--- src/rtl/fetch_unit_pkg.sv ---
// Shared types and constants for the instruction-fetch stage.
package fetch_unit_pkg;

  localparam int INSTR_W = 32;

  // Bit 0 is the MSB, matching the instruction memory's numbering.
  typedef logic [0:INSTR_W-1] word_t;

  localparam word_t NOP_INSTR        = 32'h0000_0000;
  localparam word_t PC_STEP          = 32'd4;
  localparam word_t DEFAULT_RESET_PC = 32'h0000_0000;

endpackage

--- src/rtl/fetch_hold_buf.sv ---
// Hold register for the IF/ID instruction word while decode stalls, plus the
// output mux that picks the held word, the live memory word, or a NOP.
module fetch_hold_buf
  import fetch_unit_pkg::*;
(
  input  logic  clk,
  input  logic  capture,
  input  logic  clear,
  input  logic  word_valid,
  input  word_t in_word,
  output word_t out_word,
  output logic  out_sel
);

  logic  hold_valid_q;
  word_t hold_q;

  // Valid bit: clear wins, so reset/redirect/advance always release the hold.
  always_ff @(posedge clk) begin
    if (clear) begin
      hold_valid_q <= 1'b0;
    end else if (capture) begin
      hold_valid_q <= 1'b1;
    end
  end

  // Data capture: no reset needed, the valid bit qualifies the contents.
  always_ff @(posedge clk) begin
    if (capture && !clear) begin
      hold_q <= in_word;
    end
  end

  assign out_sel = hold_valid_q;

  // Output mux: NOP when the bundle is empty, else held word over live word.
  always_comb begin
    out_word = NOP_INSTR;
    if (word_valid) begin
      out_word = hold_valid_q ? hold_q : in_word;
    end
  end

endmodule

--- src/rtl/fetch_unit.sv ---
// Instruction-fetch stage: owns the PC, drives the instruction memory and
// aligns the memory's registered read data with the PC that produced it.
// Handles decode stall, EX redirect with squash, and a sticky fetch fault.
module fetch_unit
  import fetch_unit_pkg::*;
#(
  parameter word_t RESET_PC  = DEFAULT_RESET_PC,
  parameter int    MEM_BYTES = 2048
) (
  input  logic  clk,
  input  logic  reset,
  output word_t imem_addr,
  input  word_t imem_instr,
  input  logic  stall,
  input  logic  redirect_valid,
  input  word_t redirect_target,
  output logic  id_valid,
  output word_t id_instr,
  output word_t id_pc,
  output word_t id_pc_plus4,
  output logic  fetch_fault
);

  // MEM_BYTES is a power of two, so the modulo reduces to a mask.
  localparam word_t ADDR_MASK = MEM_BYTES - 1;
  localparam word_t MEM_LIMIT = MEM_BYTES;

  // Sequential next PC, wrapping at the top of instruction memory.
  function automatic word_t wrap_pc(input word_t pc);
    return (pc + PC_STEP) & ADDR_MASK;
  endfunction

  // A redirect target must be word aligned and inside instruction memory.
  function automatic logic target_illegal(input word_t target);
    return (target[30:31] != 2'b00) || (target >= MEM_LIMIT);
  endfunction

  word_t pc_q;
  word_t id_pc_q;
  logic  id_valid_q;
  logic  fault_q;

  logic  take_stall;
  logic  hold_sel;
  logic  hold_capture;
  logic  hold_clear;

  // A stall only counts when neither the fault nor a redirect overrides it.
  assign take_stall   = !fault_q && !redirect_valid && stall;
  // Capture only on the first stall edge: the memory output is about to be
  // replaced by the next word, so the current one must be saved now.
  assign hold_capture = take_stall && !hold_sel;
  assign hold_clear   = reset || !take_stall;

  // PC and IF/ID control: reset > fault > redirect > stall > advance.
  always_ff @(posedge clk) begin
    if (reset) begin
      pc_q       <= RESET_PC;
      id_valid_q <= 1'b0;
      id_pc_q    <= '0;
      fault_q    <= 1'b0;
    end else if (fault_q) begin
      id_valid_q <= 1'b0;
    end else if (redirect_valid) begin
      // The word landing in memory this edge is wrong-path: squash it.
      id_valid_q <= 1'b0;
      if (target_illegal(redirect_target)) begin
        fault_q <= 1'b1;
      end else begin
        pc_q <= redirect_target;
      end
    end else if (!stall) begin
      // Memory reads pc_q this edge, so the bundle's PC is pc_q too.
      pc_q       <= wrap_pc(pc_q);
      id_valid_q <= 1'b1;
      id_pc_q    <= pc_q;
    end
  end

  fetch_hold_buf u_hold_buf (
    .clk        (clk),
    .capture    (hold_capture),
    .clear      (hold_clear),
    .word_valid (id_valid_q),
    .in_word    (imem_instr),
    .out_word   (id_instr),
    .out_sel    (hold_sel)
  );

  assign imem_addr   = pc_q;
  assign id_valid    = id_valid_q;
  assign id_pc       = id_pc_q;
  assign id_pc_plus4 = wrap_pc(id_pc_q);
  assign fetch_fault = fault_q;

endmodule
--- config.mk ---
export PLATFORM = sky130hd
export DESIGN_NAME = fetch_unit
export DESIGN_NICKNAME = d
export VERILOG_FILES = /design/src/rtl/fetch_unit_pkg.sv /design/src/rtl/fetch_hold_buf.sv /design/src/rtl/fetch_unit.sv
export SDC_FILE = /design/constraint.sdc
export NUM_CORES = 1
export LEC_CHECK = 0
export ABC_AREA = 1
export ABC_CLOCK_PERIOD_IN_PS = 4500
export CORE_MARGIN = 5
export CORE_UTILIZATION = 55
export DETAILED_ROUTE_END_ITERATION = 10
export DONT_BUFFER_PORTS = 1
export GPL_ROUTABILITY_DRIVEN = 1
export PLACE_DENSITY = 0.7
export SLEW_MARGIN = 40
export SYNTH_ARGS = -nofsm -noshare
export SYNTH_HDL_FRONTEND = slang
export SYNTH_SLANG_ARGS = --single-unit
--- constraint.sdc ---
create_clock -name clk -period 4.5 [get_ports clk]
set_input_delay 0.45 -clock clk [delete_from_list [all_inputs] [get_ports clk]]
set_output_delay 0.45 -clock clk [all_outputs]
set_load 0.005 [all_outputs]
# == Word level (Yosys, flattened, before mapping) ==
# Cells that the tools add are included.
# word_totals
reg_bits,99
latch_bits,0
mem_bits_rw,0
mem_bits_ro,0
input_bits,68
out_inout_bits,130
elab_cells,37
mem_count,0
# classes
n_addsub,2
mul,0
div_mod_pow,0
n_lt_le_gt_ge,1
n_eq_ne,2
n_shift,0
n_mux,8
bitwise,3
reduce_logical,15
# op_table
operator,n
$mux W32,5
$ge A32 B12 Y1 const B,1
$add A11 B3 Y11 const B,2
$reduce_and A3 Y1,2
$logic_not A1 Y1,5
$logic_and A1 B1 Y1,4
$mux W1,3
$not A1 Y1,3
$reduce_or A3 Y1,1
$logic_or A1 B1 Y1,2
$ne A2 B1 Y1 const B,1
$ne A2 B2 Y1 const B,1
$reduce_bool A2 Y1,1

# == Depth between registers and ports, before layout ==
# Gate-level depths: netlist of the first run.
# depth
depth_word,7
depth_mapped,10
depth_no_buf,10

# == Modules after synthesis ==
# A second synthesis of the first run with hierarchy kept.
# unflattened
cells_unflattened,600
area_unflattened_um2,4520.6
# by_module_without_submodules
module,n_inst,cells_per_inst,area_each_um2
fetch_unit,1,393,2844.0
fetch_hold_buf,1,207,1676.6

# == Least setup slack after synthesis of the first run ==
# OpenSTA, ideal clock, no wires.
# synth_timing
path_kind,in2reg
from,input port redirect_valid
to,register u_hold_buf.hold_q[0] (enable)
setup_time_ns,0.461
arrival_time_ns,2.904
t_required_ns,4.039
slack_ns,1.135
cell_stages,3
path_buffers,0
cell_sequence,nor2_1 > nand2_1 > nor3_1
# synth_via
elab_chain_cells,7
word_cells_on_any_way,8
cone_classes,reduce/logical (8)
# synth_rtl
item,line,text
from (decl),fetch_unit.sv:15,"input logic redirect_valid,"
$logic_not A1 Y1 *,fetch_unit.sv:49,assign take_stall = !fault_q && !redirect_valid && stall;
$logic_and A1 B1 Y1 * (2 in a row),fetch_unit.sv:49,
$logic_not A1 Y1,fetch_unit.sv:53,assign hold_clear = reset || !take_stall;
$logic_or A1 B1 Y1,fetch_unit.sv:53,
$logic_not A1 Y1,fetch_hold_buf.sv:29,if (capture && !clear) begin
$logic_and A1 B1 Y1 *,fetch_hold_buf.sv:29,
to (signal assigned),fetch_hold_buf.sv:30,hold_q <= in_word;
to (decl),fetch_hold_buf.sv:16,word_t hold_q;
# Mark *: on every way between the ends. The rest lies on a longest branch, timed or not.
# A chain may end at the register's enable or synchronous reset.

# == Worst setup path after layout of the first run ==
# layout_timing
from,"register id_pc_q[3], in the netlist id_pc[3]"
to,output port id_pc_plus4[10]
# layout_via
elab_chain_cells,1
# layout_rtl
item,line,text
from (decl),fetch_unit.sv:39,word_t id_pc_q;
from (signal assigned),fetch_unit.sv:76,id_pc_q <= pc_q;
$add A11 B3 Y11,fetch_unit.sv:30,return (pc + PC_STEP) & ADDR_MASK;
to (decl),fetch_unit.sv:20,"output word_t id_pc_plus4,"
# Every way passes these cells.

==> results of run 1 <==
## metal layers
layer	track usage [%]	vias up	wire length [um]
met4	4.94	0	74
li1	-	1639	-
met3	8.63	7	1070
met2	30.4	128	4590
met1	23.8	1554	3930
met5	0	-	0
## cells by family after synthesis
kind of cell / count (synthesis) / share of synthesized area (%)
xor gates and xnor gates: 7 / 1.42
muxes: 1 / 0.232
other: 1 / 0.0868
adders and majority gates: 2 / 0.579
DFF: 99 / 53.3
and+or+nand+nor: 271 / 25.2
buffers and inverters: 70 / 9.35
AOI/OAI and AO/OA: 84 / 9.85
## cell usage after synthesis
| master | count | area share, % |
|---|---|---|
| a21boi_0 | 1 | 0.17 |
| a21oi_1 | 16 | 1.9 |
| buf_1 | 1 | 0.087 |
| buf_2 | 3 | 0.35 |
| buf_4 | 24 | 4.2 |
| buf_6 | 6 | 1.6 |
| clkbuf_1 | 15 | 1.3 |
| conb_1 | 1 | 0.087 |
| dfxtp_1 | 67 | 31 |
| edfxtp_1 | 32 | 22 |
| ha_1 | 2 | 0.58 |
| inv_1 | 18 | 1.6 |
| inv_2 | 2 | 0.17 |
| inv_4 | 1 | 0.14 |
| mux2i_1 | 1 | 0.23 |
| nand2_1 | 62 | 5.4 |
| nand2_2 | 1 | 0.14 |
| nand2_4 | 2 | 0.52 |
| nand3_1 | 23 | 2.7 |
| nand4_1 | 1 | 0.14 |
| nor2_1 | 174 | 15 |
| nor2_4 | 1 | 0.26 |
| nor3_1 | 2 | 0.23 |
| o21ai_0 | 66 | 7.6 |
| o31ai_1 | 1 | 0.17 |
| or2_2 | 5 | 0.72 |
| xnor2_1 | 2 | 0.41 |
| xor2_1 | 5 | 1.0 |
## power by group through the flow
stage	clock network (mW)	logic, mW	registers [mW]
detailed placement	0	0.113	1.01
floorplan	0	0.123	0.996
global route	0.604	0.132	0.996
CTS	0.559	0.113	0.991
finish	0.539	0.113	0.991
global placement	0	0.110	1.01
## layout make-up
| class | instances | area (um2) | share of cell area (%) |
|---|---|---|---|
| multi-input combinational | 386 | 1690 | 38.5 |
| inverter | 21 | 81.3 | 1.85 |
| timing repair buffer | 1 | 7.51 | 0.170 |
| sequential | 99 | 2300 | 52.3 |
| clock buffer | 9 | 124 | 2.81 |
| tap | 102 | 128 | 2.90 |
| clock inverter | 7 | 65.1 | 1.48 |
## stage by stage
stage | power (mW) | hold WS [ps]
5_1_grt | 1.73 | 116
2_1_floorplan | 1.12 | 446
6_report | 1.64 | 149
3_3_place_gp | 1.12 | 465
3_5_place_dp | 1.12 | 469
4_1_cts | 1.66 | 129
## sequential cells by signal, summed over array words and instances, names as in the netlist
signal              count
u_hold_buf.out_sel      1
imem_addr              32
fetch_fault             1
id_valid                1
u_hold_buf.hold_q      32
id_pc                  32
## path summary, 6_finish.rpt
check | from | slack [ps] | depth (start not counted) | endpoint
setup reg to reg | fetch_fault | 2470 | 6 | id_pc[2]
hold reg to reg | imem_addr[12] | 480 | 2 | imem_addr[12]
hold / removal | reset | 150 | 1 | imem_addr[18]
setup / recovery | id_pc[3] | 2320 | 5 | id_pc_plus4[10]
## critical path: stages, from the launching register on
cell and delay (ps):
dfxtp_1 440, ha_1 220, nand3_1 110, nor3_1 270
nand3_1 140, xnor2_1 200
==> results_dict.tcl, run 1 <==
set metrics [dict create \
    core_region_area_um2 7690 \
    ant_nets 0 \
    die_w_um 98.6 \
    status "completed" \
    firstDrtPassIters 4 \
    place.gp.congestion 0.823 \
    numClockSinks 99 \
    seq_area_frac_synth_pct 53.3 \
    setup_tns_ps 0 \
    slew_headroom_pct 52.7 \
    area_growth_pct 1.94 \
    place_area_um2 4210 \
    endpoint_kind "output port" \
    nFillCells 693 \
    netlist-cell-type-count 28 \
    ys_warn_count 0 \
    drc 0 \
    io_pins 198 \
    pwr-share-seq_pct 60.3 \
    timing.final.hold_violations 0 \
    dr.first_iter.drc_count 188 \
    grt_overflow_total 0 \
    rsz0062_at_grt "false" \
    post_cts_buffers 0 \
    clockPowerShare_pct 32.8 \
    cts-resized-gates 0 \
    pre_cts_slack_ps 2070 \
    p_per_area_nw_per_um2 373 \
    start_util_pct 56.2 \
    synthCells 535 \
    maxCapViolations 0 \
    finalCritPeriodShare_pct 48.5 \
    timing.final.ws_setup_ps 2320 \
    switching_power_mw 0.437 \
    cts_root_buffer "clkbuf_8" \
    start_kind "flop" \
    dp_hpwl_um 6970 \
    hold_path.class "primary input to flop" \
    floorplan.rows 32 \
    finalInstanceArea_um2 4400 \
    max_freq_mhz 458 \
    worst_pin_slew_ps 707 \
    final_cell_mix "nor2_1, o21ai_0, dfxtp_1, nand2_1, edfxtp_1" \
    wl_per_cell_um 15.5 \
    cp_max_fo 4 \
    antenna_cells 0 \
    io_buffers 0 \
    p_int_mw 1.21 \
    switching_share_pct 26.6 \
    synth_seq_cells 99 \
    skew_ps 8.12 \
    stdcell_count 625 \
    criticalPathCategory "flop to output port" \
    wl_um 9660 \
    layout_commonest_cell "nor2_1" \
    synth_area_per_cell_um2 8.08 \
    die_area_um2 9730 \
    dp_cells 609 \
    utilization_pct 57.3 \
    netlist_area_um2 4320 \
    drive_gt1_share_pct 6.50 \
    cts_htree_levels 3 \
    final_max_slew_viol_count 0 \
    clockBufferDepth 2 \
    dr_total_vias 3328 \
    clk_latency_ps 360 \
    cp.arrival_ps 1730 \
    grt_max_degree 45 \
    antenna_found_initial 0 \
    cts_hold_buf 0 \
    nNetsFinal 588 \
    ir_drop_v 0.000229 \
    drt-vias-per-instance 5.32 \
    grt_pass1_wl_um 15400 \
    cts_buffers 9 \
    cp.required_ps 4050 \
    finalCriticalPeriod_ps 2180 \
    grt_util_all_layers_pct 19.1 \
    power_leakage_nw 1.83 \
    setup_violations 0 \
    tritoncts "built" \
    die_y_um 98.6 \
    clkSlewWorstSetupHoldPaths_ps 100 \
    grt_pass1_vias 3028 \
    p_comb_share_pct 6.9 \
]
Note: power is estimated with default switching activity, not from simulation.
==> run 2, diff against run 1 <==
Settings changed: ABC_CLOCK_PERIOD_IN_PS 4500 to 1800, PLACE_DENSITY 0.7 to 0.73.
Clock period 4.5 ns to 1.8 ns, I/O delays scaled along.
==> results_dict.tcl, run 2 (synthesized netlist as in run 1, its figures left out) <==
set metrics [dict create \
    status "completed" \
    antenna_found_initial 0 \
    area_growth_pct 14.0 \
    reg2reg_depth 8 \
    r2r_slack_ps 170 \
    pre_cts_slack_ps 191 \
    firstDrtPassIters 4 \
    hold_path.class "primary input to flop" \
    dr_total_vias 3563 \
    timing.final.ws_setup_ps 66.7 \
    setup_tns_ps 0 \
    nNetsFinal 636 \
    power_leakage_nw 2.07 \
    cts_htree_levels 3 \
    drt-vias-per-instance 5.29 \
    p_int_mw 3.10 \
    ant_nets 0 \
    p_per_area_nw_per_um2 864 \
    io_pins 198 \
    grt_pass1_wl_um 17200 \
    clkSlewWorstSetupHoldPaths_ps 100 \
    switching_share_pct 27.1 \
    rr_startpoint "fetch_fault" \
    skew_ps 16.7 \
    critical_path.startpoint "id_pc[3]" \
    rsz0062_at_grt "true" \
    finalCriticalPeriod_ps 1730 \
    wl_um 10800 \
    ir_drop_v 0.000576 \
    switching_power_mw 1.15 \
    wl_per_cell_um 16.1 \
    floorplan.rows 32 \
    die_w_um 98.6 \
    clockBufferDepth 2 \
    timing.final.hold_violations 0 \
    endpoint_kind "output port" \
    tritoncts "built" \
    cts_root_buffer "clkbuf_8" \
    timing.rr.end "imem_addr[4]" \
    grt_max_degree 44 \
    clockPowerShare_pct 32.5 \
    clk_latency_ps 360 \
    antenna_cells 0 \
    setup_violations 0 \
    die_area_um2 9730 \
    layout_commonest_cell "nor2_1" \
    seqCellArea_um2 2310 \
    finalCritPeriodShare_pct 96.3 \
    final_max_slew_viol_count 0 \
    place.gp.congestion 0.856 \
    cts_buffers 9 \
    nFillCells 610 \
    start_kind "flop" \
    pwr-share-seq_pct 57.9 \
    cp.arrival_ps 1550 \
    grt_pass1_vias 3371 \
    core_region_area_um2 7690 \
    grt_util_all_layers_pct 21.7 \
    dr.first_iter.drc_count 146 \
    numClockSinks 99 \
    die_y_um 98.6 \
    endpoint "id_pc_plus4[10]" \
    cp_max_fo 4 \
    cp.required_ps 1620 \
    io_buffers 0 \
    p_comb_share_pct 9.6 \
    drive_gt1_share_pct 9.28 \
    criticalPathCategory "flop to output port" \
    drc 0 \
    dp_hpwl_um 7230 \
    grt_overflow_total 0 \
    final_cell_mix "nor2_1, o21ai_0, dfxtp_1, nand2_1, dlygate4sd3_1" \
    multi_input_area_um2 1740 \
    start_util_pct 56.2 \
    maxCapViolations 0 \
    max_freq_mhz 577 \
]
[run 2: cell types whose count changed in the layout (fill, tap and decap cells not counted), moves of 2 or more]
| cell | previous run | this run |
|---|---|---|
| inv_1 | 16 | 18 |
| inv_2 | 4 | 2 |
| clkinv_8 | 0 | 2 |
| buf_4 | 1 | 14 |
| nor3_4 | 0 | 2 |
| dlygate4sd3_1 | 0 | 33 |
[run 2: final cells by class]
type                       count  area share, %
tap                          102           2.59
inverter                      21           1.65
clock inverter                 7           1.60
sequential                    99           46.9
clock buffer                   9           2.52
timing repair buffer          49           9.35
multi-input combinational    386           35.4
[run 2: worst min path at each step]
stage | start | to | slack (ps) | depth (start not counted)
6_report | stall | u_hold_buf.out_sel | 30 | 2
2_1_floorplan | reset | imem_addr[31] | 250 | 1
3_5_place_dp | reset | imem_addr[18] | 260 | 1
3_3_place_gp | reset | imem_addr[12] | 260 | 1
5_1_grt | stall | id_pc[6] | 20 | 2
4_1_cts | stall | u_hold_buf.out_sel | 10 | 2
[run 2: repair_timing]
item / in CTS / in global routing
hold endpoints to repair: 56 / 0
gates resized for setup: 5 / 6
hold buffers: 34 / 0
setup endpoints to repair: 2 / 21
setup buffers: 1 / 6
pin swaps: 1 / 3
[run 2: power by group through the flow]
stage | clock network (mW) | logic (mW) | registers, mW
2_1_floorplan | 0 | 0.309 | 2.49
3_3_place_gp | 0 | 0.303 | 2.51
3_5_place_dp | 0 | 0.313 | 2.51
4_1_cts | 1.43 | 0.388 | 2.46
5_1_grt | 1.54 | 0.460 | 2.47
6_report | 1.38 | 0.410 | 2.46
[run 2: per-stage QoR]
stage | util [%] | hold WS (ps) | area (um2) | total power, mW | instances
global placement | 55.7 | 256 | 4280 | 2.81 | 616
detailed placement | 55.7 | 258 | 4280 | 2.82 | 616
global route | 64.0 | 21.5 | 4920 | 4.47 | 673
floorplan | - | 252 | 4410 | 2.80 | 555
CTS | 63.1 | 11.8 | 4850 | 4.28 | 667
finish | 64.0 | 26.4 | 4920 | 4.25 | 673
[run 2: layer usage]
layer / vias up / global-route usage (%) / share of wire [%]
met1: 1639 / 26.1 / 39
li1: 1737 / - / -
met5: - / 0 / 0
met4: 0 / 5.25 / 0.91
met2: 176 / 37.6 / 50
met3: 11 / 7.08 / 9.9
[run 2: critical path: stages, from the launching register on]
cell	delay [ps]
dfxtp_4	390
ha_2	210
nand3_2	120
nor3_4	160
nand3_1	150
xnor2_2	170
==> run 3, diff against run 2 <==
Settings changed: BUFFER_PORTS_ARGS from default to -buffer_cell sky130_fd_sc_hd__clkbuf_2, CORE_UTILIZATION 55 to 42, DONT_BUFFER_PORTS 1 to default, PLACE_DENSITY 0.73 to 0.76.
==> results_dict.tcl, run 3 (synthesized netlist as in run 1, its figures left out) <==
set metrics [dict create \
    status "completed" \
    endpoint_kind "output port" \
    stdcell_count 865 \
    total_power_mw 4.46 \
    ant_nets 0 \
    cts_htree_levels 3 \
    area_growth_pct 31.9 \
    maxCapViolations 0 \
    finalInstanceArea_um2 5700 \
    criticalPathCategory "flop to output port" \
    grt_util_all_layers_pct 17.9 \
    r2r_slack_ps 150 \
    grt_max_degree 44 \
    wl_per_cell_um 13.5 \
    start_util_pct 42.4 \
    rsz0062_at_grt "true" \
    final_cell_mix "clkbuf_2, nor2_1, o21ai_0, nand2_1, dfxtp_1" \
    place_area_um2 5220 \
    grt_overflow_total 0 \
    dr.first_iter.drc_count 360 \
    cp.arrival_ps 1600 \
    die_w_um 111 \
    cp.required_ps 1620 \
    core_region_area_um2 10200 \
    finalCriticalPeriod_ps 1780 \
    cts_buffers 9 \
    io_buffers 176 \
    p_per_area_nw_per_um2 782 \
    nNetsFinal 794 \
    hold_ws_ps 18.2 \
    numClockSinks 99 \
    start_kind "flop" \
    clockBufferDepth 2 \
    finalCritPeriodShare_pct 98.8 \
    setup_tns_ps 0 \
    grt_pass1_wl_um 18800 \
    wl_um 11700 \
    drt-vias-per-instance 4.80 \
    timing.final.hold_violations 0 \
    clkSlewWorstSetupHoldPaths_ps 110 \
    power_leakage_nw 2.78 \
    antenna_cells 0 \
    tritoncts "built" \
    skew_ps 15.4 \
    io_pins 198 \
    hold_path.class "primary input to flop" \
    final_max_slew_viol_count 0 \
    layout_commonest_cell "clkbuf_2" \
    floorplan.rows 37 \
    cp_max_fo 2 \
    nFillCells 906 \
    antenna_found_initial 0 \
    cts_root_buffer "clkbuf_8" \
    die_y_um 111 \
    drc 0 \
    drive_gt1_share_pct 31.8 \
    max_freq_mhz 562 \
    grt_pass1_vias 3969 \
    dp_cells 827 \
    clk_latency_ps 360 \
    place.gp.congestion 0.840 \
    dr_total_vias 4150 \
    setup_violations 0 \
    die_area_um2 12400 \
    ir_drop_v 0.000540 \
    dp_hpwl_um 8520 \
    firstDrtPassIters 4 \
]
-- run 3: report_power, final --
group	switching, mW	total (mW)	internal [mW]
registers	0.0655	2.45	2.38
logic	0.309	0.547	0.238
clock network	0.888	1.46	0.571
-- run 3: layer usage --
layer / GRT usage, % / up-vias / wire [um]
li1: - / 2056 / -
met1: 22.1 / 1893 / 4930
met2: 30.1 / 187 / 5600
met3: 5.43 / 14 / 1010
met4: 5.68 / 0 / 159
met5: 0 / - / 0
-- run 3: worst paths after layout --
check	cells past startpoint	start	end
setup / recovery	6	id_pc[2]	id_pc_plus4[8]
hold reg to reg	2	imem_addr[12]	imem_addr[12]
setup reg to reg	8	fetch_fault	imem_addr[5]
hold / removal	1	imem_instr[10]	u_hold_buf.hold_q[10]
-- run 3: worst max-delay path, cell delays in order, from the launching register on --
cell and delay (ps):
dfxtp_2 380, ha_4 160, nand3_4 80, nor3_4 170
buf_4 140, xor2_1 160, buf_2 140
-- run 3: repair_timing --
action,4_1_cts,5_1_grt
gates resized for setup,9,9
endpoints found under the hold margin,10,5
setup endpoints to repair,34,15
setup buffers,5,2
hold buffers,10,5
pin swaps,2,3
-- run 3: cell type report --
cell class | count | area [um2] | share of cell area (%)
clock buffer | 9 | 124 | 2.17
multi-input combinational | 386 | 1750 | 30.7
tap | 136 | 170 | 2.99
clock inverter | 7 | 91.3 | 1.60
sequential | 99 | 2310 | 40.6
inverter | 21 | 81.3 | 1.43
timing repair buffer | 207 | 1170 | 20.5
-- run 3: through the flow --
| stage | utilization (%) | worst slack, ps |
|---|---|---|
| 5_1_grt | 55.9 | -22.5 |
| 3_3_place_gp | 51.2 | 228 |
| 4_1_cts | 55.1 | -6.69 |
| 6_report | 55.9 | 21.0 |
| 2_1_floorplan | - | 0.621 |
| 3_5_place_dp | 51.2 | 184 |
